<file path="src/rtl/load_store_unit_pkg.sv">
// load_store_unit_pkg: shared access-type codes, FSM encodings and size decode
package load_store_unit_pkg;
  localparam logic [2:0] LS_B  = 3'b000;
  localparam logic [2:0] LS_H  = 3'b001;
  localparam logic [2:0] LS_W  = 3'b010;
  localparam logic [2:0] LS_BU = 3'b100;
  localparam logic [2:0] LS_HU = 3'b101;
  localparam logic [1:0] S_IDLE = 2'd0;
  localparam logic [1:0] S_WAIT = 2'd1;
  localparam logic [1:0] S_DONE = 2'd2;
  // Access size: 0 byte, 1 half, 2 word; unused codes fall back to word
  function automatic logic [1:0] ls_size(input logic [2:0] t);
    return (t == LS_B || t == LS_BU) ? 2'd0 : (t == LS_H || t == LS_HU) ? 2'd1 : 2'd2;
  endfunction
endpackage

</file>
<file path="src/rtl/load_store_unit_ls_align.sv">
// ls_align: byte-lane enables, store replication, alignment check and load extraction
module ls_align
  import load_store_unit_pkg::*;
(
  input  logic [2:0]  type_i,
  input  logic [1:0]  off_i,
  input  logic [31:0] wdata_i,
  input  logic [2:0]  ld_type_i,
  input  logic [1:0]  ld_off_i,
  input  logic [31:0] rdata_i,
  output logic [3:0]  be_o,
  output logic [31:0] wdata_o,
  output logic        misaligned_o,
  output logic [31:0] ld_data_o
);
  logic [1:0]  sz, lsz;
  logic [31:0] sh;
  logic        sgn;
  assign sz  = ls_size(type_i);
  assign lsz = ls_size(ld_type_i);
  assign sgn = ld_type_i == LS_B || ld_type_i == LS_H;
  assign sh  = rdata_i >> {ld_off_i, 3'b000};
  assign misaligned_o = sz == 2'd2 ? |off_i : sz == 2'd1 && off_i[0];
  assign be_o = sz == 2'd2 ? 4'hF : (sz == 2'd1 ? 4'b0011 : 4'b0001) << off_i;
  assign wdata_o = sz == 2'd2 ? wdata_i : sz == 2'd1 ? {2{wdata_i[15:0]}} : {4{wdata_i[7:0]}};
  assign ld_data_o = lsz == 2'd0 ? {{24{sgn & sh[7]}}, sh[7:0]}
                   : lsz == 2'd1 ? {{16{sgn & sh[15]}}, sh[15:0]} : sh;
endmodule

</file>
<file path="src/rtl/load_store_unit.sv">
// load_store_unit: memory stage issuing byte/half/word accesses over a req/ack bus
module load_store_unit
  import load_store_unit_pkg::*;
#(
  parameter int TIMEOUT = 255,
  parameter int CNT_W   = 16
) (
  input  logic        CLOCK_50,
  input  logic        rst,
  input  logic        mem_read,
  input  logic        mem_write,
  input  logic [2:0]  ls_type,
  input  logic [31:0] addr,
  input  logic [31:0] wdata,
  output logic [31:0] rdata,
  output logic        stall,
  output logic        misaligned,
  output logic        bus_error,
  output logic        bus_req,
  output logic        bus_we,
  output logic [31:0] bus_addr,
  output logic [3:0]  bus_be,
  output logic [31:0] bus_wdata,
  input  logic [31:0] bus_rdata,
  input  logic        bus_ack
);
  logic [1:0]       state_q, state_d;
  logic [CNT_W-1:0] cnt_q;
  logic [2:0]       type_q;
  logic [1:0]       off_q;
  logic             we_q, err_q;
  logic [31:0]      addr_q, wdata_q, rdata_q;
  logic [3:0]       be_q;
  logic             mis, go, waiting, timeout, fin;
  logic [3:0]       be_c;
  logic [31:0]      wrep, ld;
  ls_align u_align (
    .type_i(ls_type), .off_i(addr[1:0]), .wdata_i(wdata),
    .ld_type_i(type_q), .ld_off_i(off_q), .rdata_i(bus_rdata),
    .be_o(be_c), .wdata_o(wrep), .misaligned_o(mis), .ld_data_o(ld)
  );
  // go is gated by rst so an asserted reset drops stall in the same cycle
  assign misaligned = (mem_read | mem_write) & mis;
  assign go         = rst && state_q == S_IDLE && (mem_read | mem_write) && !mis;
  assign waiting    = state_q == S_WAIT;
  assign timeout    = waiting && !bus_ack && cnt_q == CNT_W'(TIMEOUT - 1);
  assign fin        = waiting && (bus_ack || timeout);
  assign stall      = go | waiting;
  assign bus_req    = waiting;
  assign bus_we     = we_q;
  assign bus_addr   = addr_q;
  assign bus_be     = be_q;
  assign bus_wdata  = wdata_q;
  assign rdata      = rdata_q;
  assign bus_error  = err_q;
  // Next state: DONE always returns to IDLE so the access is never reissued
  always_comb begin
    state_d = state_q == S_IDLE ? (go ? S_WAIT : S_IDLE) : waiting ? (fin ? S_DONE : S_WAIT) : S_IDLE;
  end
  // State, timeout counter, latched request and load result
  always_ff @(posedge CLOCK_50 or negedge rst) begin
    if (!rst) begin
      state_q <= S_IDLE;
      cnt_q   <= '0;
      type_q  <= '0;
      off_q   <= '0;
      we_q    <= 1'b0;
      err_q   <= 1'b0;
      addr_q  <= '0;
      wdata_q <= '0;
      rdata_q <= '0;
      be_q    <= '0;
    end else begin
      state_q <= state_d;
      cnt_q   <= waiting ? cnt_q + CNT_W'(1) : '0;
      err_q   <= timeout;
      if (go) begin
        we_q    <= mem_write;
        addr_q  <= {addr[31:2], 2'b00};
        be_q    <= be_c;
        wdata_q <= wrep;
        type_q  <= ls_type;
        off_q   <= addr[1:0];
      end else if (fin) begin
        we_q <= 1'b0;
      end
      if (waiting && bus_ack && !we_q) rdata_q <= ld;
      else if (timeout) rdata_q <= '0;
    end
  end
endmodule

</file>
<file path="config.mk">
export PLATFORM = sky130hd
export DESIGN_NAME = load_store_unit
export DESIGN_NICKNAME = d
export VERILOG_FILES = /design/src/rtl/load_store_unit_pkg.sv /design/src/rtl/load_store_unit_ls_align.sv /design/src/rtl/load_store_unit.sv
export SDC_FILE = /design/constraint.sdc
export NUM_CORES = 1
export LEC_CHECK = 0
export ABC_CLOCK_PERIOD_IN_PS = 3300
export BUFFER_PORTS_ARGS = -buffer_cell sky130_fd_sc_hd__buf_2
export CAP_MARGIN = 30
export CORE_MARGIN = 4
export CORE_UTILIZATION = 50
export CTS_BUF_LIST = sky130_fd_sc_hd__clkbuf_16
export CTS_CLUSTER_DIAMETER = 120
export DETAILED_ROUTE_END_ITERATION = 7
export PLACE_DENSITY = 0.91
export SYNTH_ARGS = -nofsm -noshare
export SYNTH_HDL_FRONTEND = slang
export SYNTH_HIERARCHICAL = 1
export SYNTH_SLANG_ARGS = --single-unit
</file>
<file path="constraint.sdc">
create_clock -name CLOCK_50 -period 3.3 [get_ports CLOCK_50]
set_clock_uncertainty 0.2 [all_clocks]
set_input_delay 0.33 -clock CLOCK_50 [delete_from_list [all_inputs] [get_ports CLOCK_50]]
set_output_delay 0.33 -clock CLOCK_50 [all_outputs]
set_load 0.03 [all_outputs]
</file>
==> results of run 1 <==
==> path summary, 6_finish.rpt <==
path	from	depth (start not counted)	end
max	off_q[1]	7	rdata[30]
min	addr[1]	2	off_q[1]
max reg2reg	off_q[1]	7	rdata[30]
min reg2reg	bus_addr[2]	1	bus_addr[2]
max in group asynchronous	rst	4	off_q[1]
min in group asynchronous	rst	3	rdata[25]
==> repair_timing <==
item,4_1_cts,5_1_grt
hold buffers,41,0
hold endpoints to repair,96,0
setup endpoints to repair,0,0
resized for setup,0,0
==> placed cells by master (no fill, tap or decap), types with 3 or more instances in the layout <==
cell type / count
nand4_1: 6
nand2_1: 24
a21oi_1: 25
and4_1: 3
nand3_1: 5
nor3_1: 4
dlygate4sd3_1: 41
nor2b_1: 8
a21oi_2: 11
dfrtp_1: 123
clkbuf_16: 17
inv_6: 3
mux2_2: 87
clkinvlp_4: 3
o21ai_0: 13
o21ai_1: 8
buf_4: 10
nor2_1: 55
xnor2_1: 6
nor4_1: 3
mux2i_1: 58
inv_1: 6
buf_2: 205
clkinv_2: 4
or3_1: 4
nand2b_1: 3
xor2_1: 5
a211oi_1: 7
==> stage by stage <==
stage / hold WS, ns / instance area [um2]
final: 0.0747 / 8240
after global routing: 0.0477 / 8240
after CTS: 0.0396 / 8240
after detailed placement: 0.288 / 7260
after global placement: 0.283 / 7260
after floorplan: -0.166 / 6190
==> power by group through the flow <==
stage	registers, uW	logic (uW)	clock network [uW]
finish	2290	2840	1810
global route	2350	3010	1920
CTS	2280	2830	1830
detailed placement	2290	2780	0
global placement	2270	2720	0
floorplan	3190	1040	0
==> layer usage <==
layer,vias up,share of wire,track usage
met5,-,0.00041,0
met4,2,0.035,0.113
met1,2449,0.39,0.285
met2,207,0.51,0.409
li1,2337,-,-
met3,50,0.066,0.0693
==> synthesized netlist by cell type (all sizes together) <==
library cell / n / area share
a21oi: 37 / 0.038
mux2i: 59 / 0.096
inv: 5 / 0.0030
mux2: 87 / 0.16
nor4: 3 / 0.0030
nand3b: 1 / 0.0012
o31ai: 1 / 0.0012
or3: 4 / 0.0040
nand4: 6 / 0.0061
dfrtp: 123 / 0.50
or2: 2 / 0.0020
xnor2: 6 / 0.0085
nor2b: 8 / 0.0081
o21ai: 22 / 0.018
a211oi: 8 / 0.011
conb: 1 / 0.00061
o2bb2ai: 1 / 0.0014
o2111ai: 1 / 0.0024
nand3: 5 / 0.0040
ha: 2 / 0.0040
o211ai: 1 / 0.0012
a31o: 1 / 0.0028
nor4b: 2 / 0.0049
nor2: 55 / 0.033
mux4: 1 / 0.0036
nand2b: 3 / 0.0030
buf: 34 / 0.038
nor3b: 2 / 0.0042
o21bai: 2 / 0.0024
clkbuf: 7 / 0.0042
xor2: 5 / 0.0071
and4: 3 / 0.0042
o21a: 2 / 0.0024
and4bb: 1 / 0.0020
nor3: 4 / 0.0032
nand2: 24 / 0.015
==> registers in the layout, indices dropped and copies added, names as in the netlist <==
signal and count:
bus_wdata 32, bus_be 4, bus_error 1, off_q 2
cnt_q 16, state_q 2, bus_we 1, rdata 32
bus_addr 30, type_q 3
==> cell families (layout without fill, tap and decap cells) <==
kind of cell	Yosys count	after routing
simple gates	123	123
other cells	1	2
flops	123	123
mux	147	147
xor+xnor	11	11
buf+inv	46	293
compound gates	76	76
fa+ha+maj	2	2
==> area by class of cell <==
class / instances / share of cell area
Sequential cell: 123 / 0.373
Multi-Input combinational cell: 361 / 0.346
Timing Repair Buffer: 256 / 0.183
Clock buffer: 17 / 0.0516
Tap cell: 168 / 0.0255
Clock inverter: 15 / 0.0182
Inverter: 5 / 0.00228
==> impl_metrics.tcl, run 1 <==
set metrics [dict create \
    p_sw_frac 0.413 \
    synth_top_family_by_area "multiplexers" \
    outcome "complete, no violations" \
    max_stage_delay_ns 0.64 \
    cts_tree "done" \
    switchingPower_uw 2860 \
    place_hpwl_um 11000 \
    die_height_um 119 \
    final_max_slew_viol_count 0 \
    grt_pass1_vias 5305 \
    ys_ff_latch 123 \
    layoutNonFillerInstCount 945 \
    syn_area_mm2 0.00618 \
    post-route-util 0.683 \
    reg2reg_slack_ns 0.85 \
    insertion_delay_ns 0.41 \
    dpl.cell_count 872 \
    num_vias 5045 \
    place_congestion 0.850 \
    track_usage 0.242 \
    grt_first_pass_wirelength_um 27300 \
    layout-drive-gt1-share 0.461 \
    setup_viol 0 \
    start_kind "flop" \
    path_cells "buf_4, nor2b_1, nand3_1, a31o_4, a21oi_2, mux2i_1, nor2_1" \
    crit_required_ns 3.44 \
    p_leak_uw 0.00385 \
    ant_nets 0 \
    post_cts_buffers 0 \
    syn_to_final_growth_pct 33.3 \
    cts.sinks 123 \
    ir_worst_vdd_v 0.000711 \
    finalPower_uw 6940 \
    cp-end-kind "flop" \
    p_seq_frac 0.330 \
    ys_seq_area_frac 0.498 \
    grt.overflow.total 0 \
    cts_max_level 4 \
    synthAdderAreaFrac 0.00405 \
    hold_violations 0 \
    nets 870 \
    ys_types 45 \
    core_mm2 0.0121 \
    crit_type "reg2reg" \
    fin_crit_ns 2.45 \
    max_freq_mhz 409 \
    rows 40 \
    cts_buffers 17 \
    timing.final.crit_share 0.741 \
    finalSetupTns_ns 0 \
    drtPass1Iterations 5 \
    die_x_um 119 \
    relSlewSlack 0.369 \
    grt_max_degree 74 \
    yosys.area_share.simple 0.0981 \
    worst_pin_slew_ns 0.946 \
    p_per_area_mw_per_mm2 842 \
    num_antenna_cells 0 \
    clk_pin_slew_worst_paths_ns 0.05 \
    dieArea_mm2 0.0142 \
    layout.area.seq_mm2 0.00308 \
    combPwrFrac 0.409 \
    hp-class "in2reg" \
    critPathArrivalTime_ns 2.58 \
    p_int_uw 4080 \
    max_cap_viol_count 0 \
    antenna_found_initial 1 \
    synth_compound_area_frac 0.0807 \
    via_per_inst 5.34 \
    numPortBuffers 206 \
    cts_max_path_buffers 2 \
    crit_fanout 28 \
    n_fill_cell 866 \
    avgSynthCellArea_um2 11.7 \
    setup_ws_ns 0.853 \
    clockPowerShare 0.261 \
    netlist_instances 529 \
    rsz0062_at_grt "no" \
    path_buf_inv 1 \
    drcViolationCount 0 \
    clockRootBuffer "clkbuf_16" \
    routedWlPerCell_um 18.1 \
    synth_mux_area_frac 0.258 \
    post-place-ws_ns 0.782 \
    routed_wl_um 17100 \
    drtIter0Drc 301 \
    multi_input_area_mm2 0.00285 \
    ios 209 \
    cp_top_family "simple AND/OR/NAND/NOR gates" \
    cp_slowest_cell "nor2b_1" \
    synth-xor-area-share 0.0156 \
    synth-warning-count 6 \
    initial_core_util 0.513 \
]
No activity file was read; power rests on OpenSTA's default activity.
==> run 2: changes to the inputs <==
--- a/config.mk
+++ b/config.mk
@@ -5,7 +5,8 @@
 export SDC_FILE = /design/constraint.sdc
 export NUM_CORES = 1
 export LEC_CHECK = 0
-export ABC_CLOCK_PERIOD_IN_PS = 3300
+export ABC_AREA = 1
+export ABC_CLOCK_PERIOD_IN_PS = 2350
 export BUFFER_PORTS_ARGS = -buffer_cell sky130_fd_sc_hd__buf_2
 export CAP_MARGIN = 30
 export CORE_MARGIN = 4
==> constraint.sdc (replaced) <==
create_clock -name CLOCK_50 -period 2.35 [get_ports CLOCK_50]
set_clock_uncertainty 0.2 [all_clocks]
set_input_delay 0.235 -clock CLOCK_50 [delete_from_list [all_inputs] [get_ports CLOCK_50]]
set_output_delay 0.235 -clock CLOCK_50 [all_outputs]
set_load 0.03 [all_outputs]
==> run 2 against run 1 <==
  * Count of clock-buffer cells in the layout stayed put
  * Global-route usage is 2.8 points higher
  * Worst hold slack worse by 0.011 ns
  * Die area grew 6.5%
  * Synthesized cell count increased by 69%
  * Core utilization increased by 2.6 points
  * Clock power grew 57%
  * Largest cell class unchanged
  * Final area increased by 9.9%
  * Setup slack lost 0.70 ns
  * Synthesized area increased by 6.9%
  * Sequential share of layout area fell by 3.4 points
==> impl_metrics.tcl, run 2 <==
set metrics [dict create \
    relSlewSlack 0.423 \
    netlist_instances 894 \
    setup_viol 0 \
    nets 1262 \
    post-route-util 0.709 \
    cp-end-kind "output port" \
    clockRootBuffer "clkbuf_16" \
    core_mm2 0.0128 \
    num_antenna_cells 0 \
    ys_top_cells_by_count "nand2_1 (489), dfrtp_1 (123), nor2_1 (48)" \
    drtPass1Iterations 6 \
    hp-class "in2reg" \
    avgSynthCellArea_um2 7.40 \
    syn_to_final_growth_pct 37.0 \
    place_hpwl_um 12500 \
    synth-warning-count 6 \
    hold_violations 0 \
    final_max_slew_viol_count 0 \
    rsz0062_at_grt "no" \
    p_per_area_mw_per_mm2 1100 \
    layout-drive-gt1-share 0.262 \
    critPathArrivalTime_ns 1.77 \
    cts_max_level 4 \
    grt_first_pass_wirelength_um 32200 \
    rows 41 \
    yosys.area.top_type "dfrtp_1" \
    finalPower_uw 10000 \
    num_vias 6963 \
    die_height_um 123 \
    grt_max_degree 124 \
    routed_wl_um 20200 \
    cts_buffers 17 \
    ant_nets 0 \
    drtIter0Drc 791 \
    grt_pass1_vias 6809 \
    final_area_mm2 0.00906 \
    met2_usage 0.456 \
    antenna_found_initial 1 \
    finalSetupTns_ns 0 \
    crit_required_ns 1.91 \
    clk_pin_slew_worst_paths_ns 0.06 \
    synthDominantCellAreaShare 0.465 \
    initial_core_util 0.518 \
    async_flop_share 1.00 \
    cts.sinks 123 \
    via_per_inst 5.19 \
    gr-usage-met1 0.337 \
    track_usage 0.270 \
    max_cap_viol_count 0 \
    n_fill_cell 927 \
    grt_use_met3 0.0572 \
    cts_tree "done" \
    crit_fanout 74 \
    place_area_mm2 0.00763 \
    syn_area_mm2 0.00661 \
    p_leak_uw 0.00511 \
    ys.flop_type "dfrtp_1" \
    cts_resized 0 \
    layout_common_cells "nand2_1 (489), buf_2 (205), dfrtp_1 (123)" \
    layout.area.seq_mm2 0.00308 \
    outcome "complete, no violations" \
    grt.overflow.total 0 \
    ir_worst_vdd_v 0.000672 \
    ys_types 33 \
    cts_max_path_buffers 2 \
    numPortBuffers 206 \
    multi_input_area_mm2 0.00302 \
    crit_type "in2out" \
    post-synth-top-count-cell "nand2_1" \
    ys_ff_latch 123 \
    top_usage_layer "met2" \
    max_freq_mhz 455 \
    mostFrequentLayoutCell "nand2_1" \
    dieArea_mm2 0.0151 \
    worst_pin_slew_ns 0.864 \
    drcViolationCount 0 \
    ys_seq_area_frac 0.465 \
    die_x_um 123 \
    ios 209 \
    place_congestion 0.924 \
    synthTopCellsByArea "dfrtp_1 (47%), nand2_1 (28%), nand3_2 (5.0%)" \
    synth_edf_count 0 \
    timing.final.crit_share 0.936 \
    routedWlPerCell_um 15.1 \
    insertion_delay_ns 0.42 \
    fin_crit_ns 2.20 \
    start_kind "input pin" \
]
-- run 2: changes by cell type in the layout (fill, tap and decap cells not counted), sizes merged, moves of 31 or more --
cell	previous run	this run
mux2	87	0
mux2i	59	0
nand3	5	58
dlygate4sd3	41	79
inv	9	40
nand2	24	492
-- run 2: cell type report --
cell class | instances | area share
flip-flops and latches | 123 | 0.340
multi-input cells | 681 | 0.333
repair buffers | 297 | 0.218
inverters | 36 | 0.0152
clock inverters | 15 | 0.0232
clock buffers | 17 | 0.0470
well taps | 172 | 0.0238
-- run 2: per-stage QoR --
stage	std cells	setup WS (ns)	hold slack (ns)
finish	1341	0.150	0.0641
global route	1341	0.0359	0.0809
CTS	1341	0.137	0.0227
detailed placement	1230	0.396	0.207
global placement	1230	0.419	0.211
floorplan	895	0.698	-0.261
-- run 2: critical path, cell delays in order --
cell           delay [ns]
dlygate4sd3_1        0.54
buf_4                0.15
inv_1                0.11
nor2_1               0.06
nand3_2              0.09
buf_12               0.31
nand2_1              0.07
buf_2                0.19
-- run 2: report_power, final --
part / internal (uW) / total, uW / switching (uW)
Clock: 1800 / 2840 / 1040
Combinational: 1220 / 3940 / 2710
Sequential: 2750 / 3230 / 477
-- run 2: worst paths after layout --
kind                               start            end  slack [ns]  depth (start not counted)
hold / removal             bus_rdata[10]       rdata[2]        0.06                          5
setup reg to reg                off_q[1]      rdata[25]        0.35                          7
setup / recovery                     rst          stall        0.15                          8
max in group asynchronous            rst  bus_wdata[20]        1.14                          3
min in group asynchronous            rst       cnt_q[6]        0.22                          3
hold reg to reg             bus_addr[19]   bus_addr[19]        0.27                          2
-- run 2: layer usage --
| layer | part of all wire | routed length [um] |
|---|---|---|
| met5 | 0.00035 | 7 |
| met3 | 0.096 | 1940 |
| met4 | 0.029 | 580 |
| met2 | 0.49 | 10000 |
| met1 | 0.38 | 7710 |
-- run 2: cell families after synthesis --
logic type / after synthesis / synth area share
compound gates: 64 / 0.0537
fa+ha+maj: 2 / 0.00378
buf+inv: 91 / 0.0798
flops: 123 / 0.465
other cells: 1 / 0.000567
simple gates: 613 / 0.397
-- run 2: what timing repair did --
action                    CTS  global route
buffers inserted            0             0
hold endpoints to repair  203             0
hold buffers               79             0
